===== src/rtl/div_scheduler_if.sv =====
// Bundle of lane request/response and divider handshake signals for div_scheduler.
// The scheduler connects through the slave modport; lanes plus divider sit on master.
`timescale 1ns/1ps

interface div_scheduler_if #(
    parameter int N = 4,
    parameter int W = 6
);
    logic [N-1:0]   req;
    logic [N*W-1:0] x_in;
    logic [N*W-1:0] y_in;
    logic [N-1:0]   gnt;
    logic [N-1:0]   rsp_valid;
    logic [W-1:0]   rsp_z;
    logic           rsp_err;
    logic           div_start;
    logic [W-1:0]   div_x;
    logic [W-1:0]   div_y;
    logic           div_done;
    logic [W-1:0]   div_z;

    modport slave (
        input  req, x_in, y_in, div_done, div_z,
        output gnt, rsp_valid, rsp_z, rsp_err, div_start, div_x, div_y
    );

    modport master (
        output req, x_in, y_in, div_done, div_z,
        input  gnt, rsp_valid, rsp_z, rsp_err, div_start, div_x, div_y
    );
endinterface


===== src/rtl/div_scheduler.sv =====
// Round-robin arbiter sharing one iterative divider among N lanes.
// Divide-by-zero is answered locally; a stuck divider is abandoned after TMO wait cycles.
`timescale 1ns/1ps

module div_scheduler #(
    parameter int N   = 4,
    parameter int W   = 6,
    parameter int TMO = 63
) (
    input logic            c,
    input logic            rst,
    div_scheduler_if.slave bus
);
    localparam int IW = (N > 1) ? $clog2(N) : 1;

    typedef enum logic [1:0] {
        IDLE  = 2'd0,
        ISSUE = 2'd1,
        WAIT  = 2'd2,
        RESP  = 2'd3
    } state_t;

    state_t        state;
    state_t        state_nxt;
    logic [N-1:0]  gnt_q;
    logic [IW-1:0] gnt_idx;
    logic [IW-1:0] rr_ptr;
    logic [IW-1:0] sel_idx;
    logic [IW:0]   cand;
    logic          sel_found;
    logic [W-1:0]  div_x_q;
    logic [W-1:0]  div_y_q;
    logic [W-1:0]  rsp_z_q;
    logic          rsp_err_q;
    logic [7:0]    cnt;
    logic          cnt_hit;
    logic          y_zero;
    logic          div_start_c;
    logic [N-1:0]  rsp_valid_c;

    // The counter holds the number of completed WAIT cycles, so this cycle is the TMO-th when cnt+1 == TMO.
    assign cnt_hit = (({1'b0, cnt} + 9'd1) == 9'(TMO));
    assign y_zero  = (div_y_q == '0);

    // Pick the first requesting lane at or above rr_ptr, wrapping around modulo N.
    always_comb begin
        sel_found = 1'b0;
        sel_idx   = '0;
        cand      = '0;
        for (int k = 0; k < N; k++) begin
            cand = {1'b0, rr_ptr} + (IW+1)'(k);
            if (cand >= (IW+1)'(N)) begin
                cand = cand - (IW+1)'(N);
            end
            if (!sel_found && bus.req[cand[IW-1:0]]) begin
                sel_found = 1'b1;
                sel_idx   = cand[IW-1:0];
            end
        end
    end

    // State register.
    always_ff @(posedge c or posedge rst) begin
        if (rst) begin
            state <= IDLE;
        end else begin
            state <= state_nxt;
        end
    end

    // Next-state decode plus the single-cycle divider start and response pulses.
    always_comb begin
        state_nxt   = state;
        div_start_c = 1'b0;
        rsp_valid_c = '0;
        case (state)
            IDLE: begin
                if (sel_found) begin
                    state_nxt = ISSUE;
                end
            end
            ISSUE: begin
                if (y_zero) begin
                    state_nxt = RESP;
                end else begin
                    div_start_c = 1'b1;
                    state_nxt   = WAIT;
                end
            end
            WAIT: begin
                if (bus.div_done || cnt_hit) begin
                    state_nxt = RESP;
                end
            end
            RESP: begin
                rsp_valid_c = gnt_q;
                state_nxt   = IDLE;
            end
            default: state_nxt = IDLE;
        endcase
    end

    // Grant, operand latch, wait counter, result capture and round-robin pointer advance.
    always_ff @(posedge c or posedge rst) begin
        if (rst) begin
            gnt_q     <= '0;
            gnt_idx   <= '0;
            rr_ptr    <= '0;
            div_x_q   <= '0;
            div_y_q   <= '0;
            rsp_z_q   <= '0;
            rsp_err_q <= 1'b0;
            cnt       <= '0;
        end else begin
            case (state)
                IDLE: begin
                    if (sel_found) begin
                        gnt_q   <= N'(1) << sel_idx;
                        gnt_idx <= sel_idx;
                        div_x_q <= bus.x_in[sel_idx*W +: W];
                        div_y_q <= bus.y_in[sel_idx*W +: W];
                    end
                end
                ISSUE: begin
                    cnt <= '0;
                    if (y_zero) begin
                        rsp_z_q   <= '1;
                        rsp_err_q <= 1'b1;
                    end
                end
                WAIT: begin
                    cnt <= cnt + 8'd1;
                    if (bus.div_done) begin
                        rsp_z_q   <= bus.div_z;
                        rsp_err_q <= 1'b0;
                    end else if (cnt_hit) begin
                        rsp_z_q   <= '1;
                        rsp_err_q <= 1'b1;
                    end
                end
                RESP: begin
                    gnt_q  <= '0;
                    rr_ptr <= (gnt_idx == IW'(N-1)) ? '0 : gnt_idx + 1'b1;
                end
                default: ;
            endcase
        end
    end

    assign bus.gnt       = gnt_q;
    assign bus.rsp_valid = rsp_valid_c;
    assign bus.rsp_z     = rsp_z_q;
    assign bus.rsp_err   = rsp_err_q;
    assign bus.div_start = div_start_c;
    assign bus.div_x     = div_x_q;
    assign bus.div_y     = div_y_q;
endmodule


===== src/flat_wrapper.sv =====
// flat-port wrapper written by rule: the top's interface ports become plain ports
module div_scheduler_flat 
#(
    parameter int N   = 4,
    parameter int W   = 6,
    parameter int TMO = 63
)
  (c, rst, bus_req, bus_x_in, bus_y_in, bus_div_done, bus_div_z, bus_gnt, bus_rsp_valid, bus_rsp_z, bus_rsp_err, bus_div_start, bus_div_x, bus_div_y);
  div_scheduler_if #(.N(N), .W(W)) bus_i ();
  input logic c;
  input logic rst;
  input wire logic [$bits(bus_i.req)-1:0] bus_req;
  input wire logic [$bits(bus_i.x_in)-1:0] bus_x_in;
  input wire logic [$bits(bus_i.y_in)-1:0] bus_y_in;
  input wire logic [$bits(bus_i.div_done)-1:0] bus_div_done;
  input wire logic [$bits(bus_i.div_z)-1:0] bus_div_z;
  output wire logic [$bits(bus_i.gnt)-1:0] bus_gnt;
  output wire logic [$bits(bus_i.rsp_valid)-1:0] bus_rsp_valid;
  output wire logic [$bits(bus_i.rsp_z)-1:0] bus_rsp_z;
  output wire logic [$bits(bus_i.rsp_err)-1:0] bus_rsp_err;
  output wire logic [$bits(bus_i.div_start)-1:0] bus_div_start;
  output wire logic [$bits(bus_i.div_x)-1:0] bus_div_x;
  output wire logic [$bits(bus_i.div_y)-1:0] bus_div_y;
  assign bus_i.req = bus_req;
  assign bus_i.x_in = bus_x_in;
  assign bus_i.y_in = bus_y_in;
  assign bus_i.div_done = bus_div_done;
  assign bus_i.div_z = bus_div_z;
  assign bus_gnt = bus_i.gnt;
  assign bus_rsp_valid = bus_i.rsp_valid;
  assign bus_rsp_z = bus_i.rsp_z;
  assign bus_rsp_err = bus_i.rsp_err;
  assign bus_div_start = bus_i.div_start;
  assign bus_div_x = bus_i.div_x;
  assign bus_div_y = bus_i.div_y;
  div_scheduler #(.N(N), .W(W), .TMO(TMO)) u_core (.c(c), .rst(rst), .bus(bus_i));
endmodule

===== config.mk =====
export PLATFORM = sky130hd
export DESIGN_NAME = div_scheduler_flat
export DESIGN_NICKNAME = d
export VERILOG_FILES = /design/src/rtl/div_scheduler_if.sv /design/src/rtl/div_scheduler.sv /design/src/flat_wrapper.sv
export SDC_FILE = /design/constraint.sdc
export NUM_CORES = 1
export LEC_CHECK = 0
export CORE_MARGIN = 2
export CORE_UTILIZATION = 47
export CTS_CLUSTER_SIZE = 14
export DETAILED_ROUTE_END_ITERATION = 8
export GPL_TIMING_DRIVEN = 0
export PLACE_DENSITY = 0.85
export SETUP_SLACK_MARGIN = 0.02
export SLEW_MARGIN = 10
export SYNTH_ARGS = -nofsm -noshare
export SYNTH_HDL_FRONTEND = slang
export SYNTH_SLANG_ARGS = --single-unit

===== constraint.sdc =====
create_clock -name c -period 5.07 [get_ports c]
set_clock_uncertainty 0.1 [all_clocks]
set_input_delay 1.014 -clock c [delete_from_list [all_inputs] [get_ports c]]
set_output_delay 1.014 -clock c [all_outputs]
set_load 0.1 [all_outputs]

=== Word level (Yosys, flattened, before mapping) ===
Cells that the tools add are included.

* Bits in registers: 37
* Bits in latches: 0
* Memory bits (writable): 0
* ROM bits: 0
* Output and inout bits: 28
* Logic and storage cells: 94
* Memories kept: 0

* Add/subtract/negate cells: 10
* $mul: 1
* Div/mod/pow operators: 0
* Magnitude comparators: 8
* Eq/ne operators: 9
* Shift operators: 3
* Multiplexer cells: 39
* Bitwise gates (word level): 0
* Reduce and logical (&&, ||, !) cells: 15

{| class="wikitable"
|+ Operator list
! kind !! number
|-
| indexed part select 24 x 6 -> 6 bit || 2
|-
| 2-to-1 mux 2 bit || 11
|-
| 2-to-1 mux 6 bit || 3
|-
| one-hot mux 8 bit (2 select lines) || 1
|-
| 2-to-1 mux 1 bit || 14
|-
| less-than comparator 2 x 3 -> 1 bit, second input constant || 4
|-
| one-hot mux 6 bit (2 select lines) || 1
|-
| adder 8 x 1 -> 9 bit, second input constant || 1
|-
| == test 9 x 6 -> 1 bit, second input constant || 1
|-
| >= comparator 3 bit, second input constant || 3
|-
| adder 8 x 1 -> 8 bit, second input constant || 1
|-
| binary-select mux 1 bit (select 2 bit) || 4
|-
| 2-to-1 mux 4 bit || 2
|-
| one-hot mux 2 bit (4 select lines) || 1
|-
| one-hot mux 4 bit (2 select lines) || 1
|-
| subtractor 2 x 1 -> 2 bit, second input constant || 4
|-
| adder 2 x 2 -> 3 bit, second input constant || 2
|-
| == test 2 bit, second input constant || 3
|-
| logical NOT 6 bit || 1
|-
| != test 2 x 1 -> 1 bit, second input constant || 3
|-
| AND reduction 2 bit || 3
|-
| multiplier 2 x 2 -> 4 bit, second input constant || 1
|-
| nonzero test 2 bit || 2
|-
| left shift 1 x 2 -> 4 bit, first input constant || 1
|-
| 11 further kinds || 15
|}

=== Depth between registers and ports, before layout ===
* Depth after elaboration: 17
* Gate-level depth with buffers: 8
* Gate-level depth less buffers: 7

=== Worst setup path after synthesis ===
No wires, ideal clock.

* Path kind: reg2out
* From: reg u_core.div_y_q[2], in the netlist u_core.bus.div_y[2]
* To: out bus_div_start
* Data arrival time: 1.972 ns
* Setup slack: 1.984 ns
* Stages on the path, launching flop included: 4
* Path buffers: 0
* Cells stage by stage: dfrtp_1 -> nor4_1 -> nand2_1 -> and2_1

* Longest elaborated chain between the ends: 3

{| class="wikitable"
|+ Ends and longest elaborated chain
! element !! line !! RTL
|-
| start, declared || div_scheduler.sv:32 || <nowiki>logic [W-1:0] div_y_q;</nowiki>
|-
| start signal, assigned || div_scheduler.sv:121 || <nowiki>div_y_q <= bus.y_in[sel_idx*W +: W];</nowiki>
|-
| logical NOT 6 bit || div_scheduler.sv:43 || <nowiki>assign y_zero = (div_y_q == '0);</nowiki>
|-
| 2-to-1 mux 1 bit || div_scheduler.sv:83 || <nowiki>if (y_zero) begin</nowiki>
|-
| 2-to-1 mux 1 bit || div_scheduler.sv:76 || <nowiki>case (state)</nowiki>
|-
| end, declared || flat_wrapper.sv:21 || <nowiki>output wire logic [$bits(bus_i.div_start)-1:0] bus_div_start;</nowiki>
|}

No other way between the ends.

=== Worst setup path in the final report ===
* From: reg u_core.state[0]
* To: out bus_rsp_valid[3]

* Longest elaborated chain between the ends: 2

{| class="wikitable"
|+ Ends and longest elaborated chain
! element !! line !! RTL
|-
| start, declared || div_scheduler.sv:23 || <nowiki>state_t state;</nowiki>
|-
| start signal, assigned || div_scheduler.sv:67 || <nowiki>state <= state_nxt;</nowiki>
|-
| == test 2 bit || div_scheduler.sv:76 ||
|-
| 2-to-1 mux 4 bit || div_scheduler.sv:76 ||
|-
| end, declared || flat_wrapper.sv:18 || <nowiki>output wire logic [$bits(bus_i.rsp_valid)-1:0] bus_rsp_valid;</nowiki>
|}

No other way between the ends.

==> implementation parameters <==
Parameter                              Value

Clock tree
  Clock tree from TritonCTS    yes
  Clk pin slew, worst setup/hold paths    0.07 ns
  Root cell of the clock tree    clkbuf_8
  Clk sink count    37
  Count of buffers added by post-CTS timing repair for setup    0
  Maximum root-to-sink buffer count    2
  Number of gates resized after CTS    0
  Maximum level of the CTS H-tree    2
  Number of buffers inserted for hold repair after clock tree synthesis    0
  Clock latency on the worst-skew pair    0.28 ns
  Number of CTS-inserted buffers    5

Layout
  Number of diodes    0
  Layout overhead on the synthesized area    44.00%
  Commonest cells after routing, fill and taps aside    clkdlybuf4s50_1 (85), dfrtp_1 (37), nand2_1 (20)
  Flip-flop and latch area    925.9 µm²
  Post-layout instance count excluding filler cells    403
  Total number of nets in the final design    417
  Final Cell Area    0.003288 mm²
  Multi-input combinational cell area    0.001224 mm²
  Filler instances    375
  Share of layout cells above drive strength 1    5.158%
  Most common cell after layout, fill and taps aside    clkdlybuf4s50_1

Placed design
  Last weighted congestion value of the routability-driven placer    0.8747
  Post-detailed-placement half-perimeter wirelength    4888 µm
  Place WS    1.667 ns
  Instance count after placement with tap cells included    396
  Placed inst area    0.003202 mm²
  Count of input and output buffers    85

GRT
  Maximum number of pins on one net before global-route repair    38
  All-layer global routing usage    25.11%
  Global-route congestion overflow total    0
  Number of antenna violations at the first check in global routing    0
  Number of global-route vias before repair    2443
  Global-route wire length before repair    10850 µm

Power and ir drop
  Power density of the placed cells    690.2 mW/mm²
  Post-route total power    0.002270 W
  Standby leakage power    1.252 nW
  Largest voltage drop on the vdd net    0.5040 mV

Synthesis
  Yosys synthesis warning count    0
  Dominant register cell in the synthesized netlist    dfrtp_1
  Number of synthesized register bits    37
  Proportion of register bits with asynchronous set or reset after synthesis    100.0%
  Dominant cell type by area after synthesis    dfrtp_1
  Fraction of the yosys area taken by sequential cells    40.55%
  Syn_nets    325
  Avg Synthesized Cell Area    8.885 µm²
  Count of flip-flops with a built-in enable after synthesis    0
  Mapped Area    0.002283 mm²
  Top post-synthesis cells by area    dfrtp_1 (41%), a222oi_1 (5.3%), o21ai_0 (3.9%)
  Number of distinct library cell variants in the gate-level netlist after synthesis    50
  Top cell type's share of synthesized area    40.55%
  Synthesized instance count    257

Critical path
  Critical path's largest stage delay    1.13 ns
  Kind of cell with the highest combined delay on the critical path    buffers and inverters
  CP Buf/Inv Count    2
  Worst Setup Path Type    register to output pin
  Cell with the largest stage delay on the worst path    clkdlybuf4s50_1
  Category of the worst setup path launch point    register
  Data arrival time of the critical path    2.56 ns
  Cell-by-cell trace of the critical path    ha_1 -> clkbuf_1 -> and2_1 -> clkdlybuf4s50_1
  CP max FO    10
  Critical path capture point type    output pin
  Crit path required time    3.96 ns

Detailed routing
  DRT antenna net count    0
  Avg WL per Cell    15.68 µm
  Number of DRC violations after detailed routing    0
  Starting DRT DRC Count    252
  Drt total wl    6320 µm
  DR pass1 iterations    5
  Vias per inst    5.918
  Detailed-route via count    2385

Floorplanning
  Initial core utilization    48.67%
  Die Width    73.70 µm
  FP Rows    25
  Number of top-level pins    89
  Floorplan die area    0.005432 mm²
  Placeable core area    0.004692 mm²
  Floorplan die height    73.70 µm

STA
  Post-route setup TNS    0 ns
  Highest clock rate    272.4 MHz
  Worst slew slack as a fraction of its limit    32.92%
  Final critical delay including setup and external delays    3.671 ns
  Final-report setup violation count    0
  Worst-margin pin slew    1.003 ns
  Hold Violations, Final    0
  RSZ-0062 raised after global routing    no
  Final worst-path cycle share    72.40%
  Final critical-path setup slack    1.399 ns
  Max Transition Viols Final    0

Min path
  Worst hold-check path type    register to register

Run status
  Result of the run    finished clean

Run
  Max-cap check violation count    0
[power breakdown]
group	internal, W	switching [W]	total [W]
Clock	0.000108	0.0000961	0.000204
Combinational	0.000423	0.00113	0.00155
Sequential	0.000416	0.0000967	0.000513
[worst reg2reg max path, cell delays in order, from the launching register on]
cell	delay, ns
dfrtp_1	0.52
ha_1	0.39
nand3_2	0.17
or4_1	0.61
a41oi_2	0.24
o21ai_2	0.10
mux2i_1	0.12
[Yosys cell counts, drive strengths merged (6+ instances only)]
cell	count
o22a	7
nand2	20
and2	7
nand3	18
nor2b	8
a31oi	13
dfrtp	37
a222oi	12
clkbuf	15
inv	13
o21ai	19
nor2	19
ha	7
a21oi	10
o21a	6
[cell families (layout without fill, tap and decap cells)]
logic type / count (synthesis) / in the layout / share of synthesized area [%]
compound gates: 91 / 91 / 29.15
mux: 2 / 2 / 0.9315
buf+inv: 32 / 124 / 5.863
simple gates: 88 / 88 / 19.67
fa+ha+maj: 7 / 7 / 3.835
flops: 37 / 37 / 40.55
[final timing paths]
path	from	endpoint	slack, ns	cells past startpoint
hold / removal	u_core.bus.rsp_err	u_core.bus.rsp_err	0.41	1
min in group asynchronous	rst	u_core.bus.rsp_z[1]	1.09	2
hold reg to reg	u_core.bus.rsp_err	u_core.bus.rsp_err	0.41	1
max in group asynchronous	rst	u_core.cnt[5]	3.30	2
setup / recovery	u_core.state[0]	bus_rsp_valid[3]	1.40	4
setup reg to reg	u_core.cnt[1]	u_core.state[1]	2.70	6
[through the flow]
step	hold slack, ns	utilization [%]
after floorplan	0.3811	-
after detailed placement	0.3973	68.24
after global routing	0.4389	70.08
after global placement	0.3879	68.24
after CTS	0.4123	70.08
final	0.4084	70.08
[state kept, by name (all words and copies together), names as in the netlist]
signal,cells
u_core.bus.div_y,6
u_core.bus.gnt,4
u_core.rr_ptr,2
u_core.bus.rsp_z,6
u_core.cnt,8
u_core.bus.div_x,6
u_core.gnt_idx,2
u_core.state,2
u_core.bus.rsp_err,1
[area by class of cell]
type | count | share of cell area (%)
buffer | 19 | 2.588
clock buffer | 7 | 2.626
inverter | 13 | 1.484
multi-input combinational | 188 | 37.21
sequential | 37 | 28.16
tap | 54 | 2.055
timing repair buffer | 85 | 25.88
[metal layers]
| metal | share of wire, % | global-route usage [%] |
|---|---|---|
| met5 | 0 | 0 |
| met4 | 1.5 | 6.869 |
| met3 | 7.7 | 7.270 |
| met2 | 49 | 42.26 |
| met1 | 41 | 31.35 |
No activity file was read; power rests on OpenSTA's default activity.
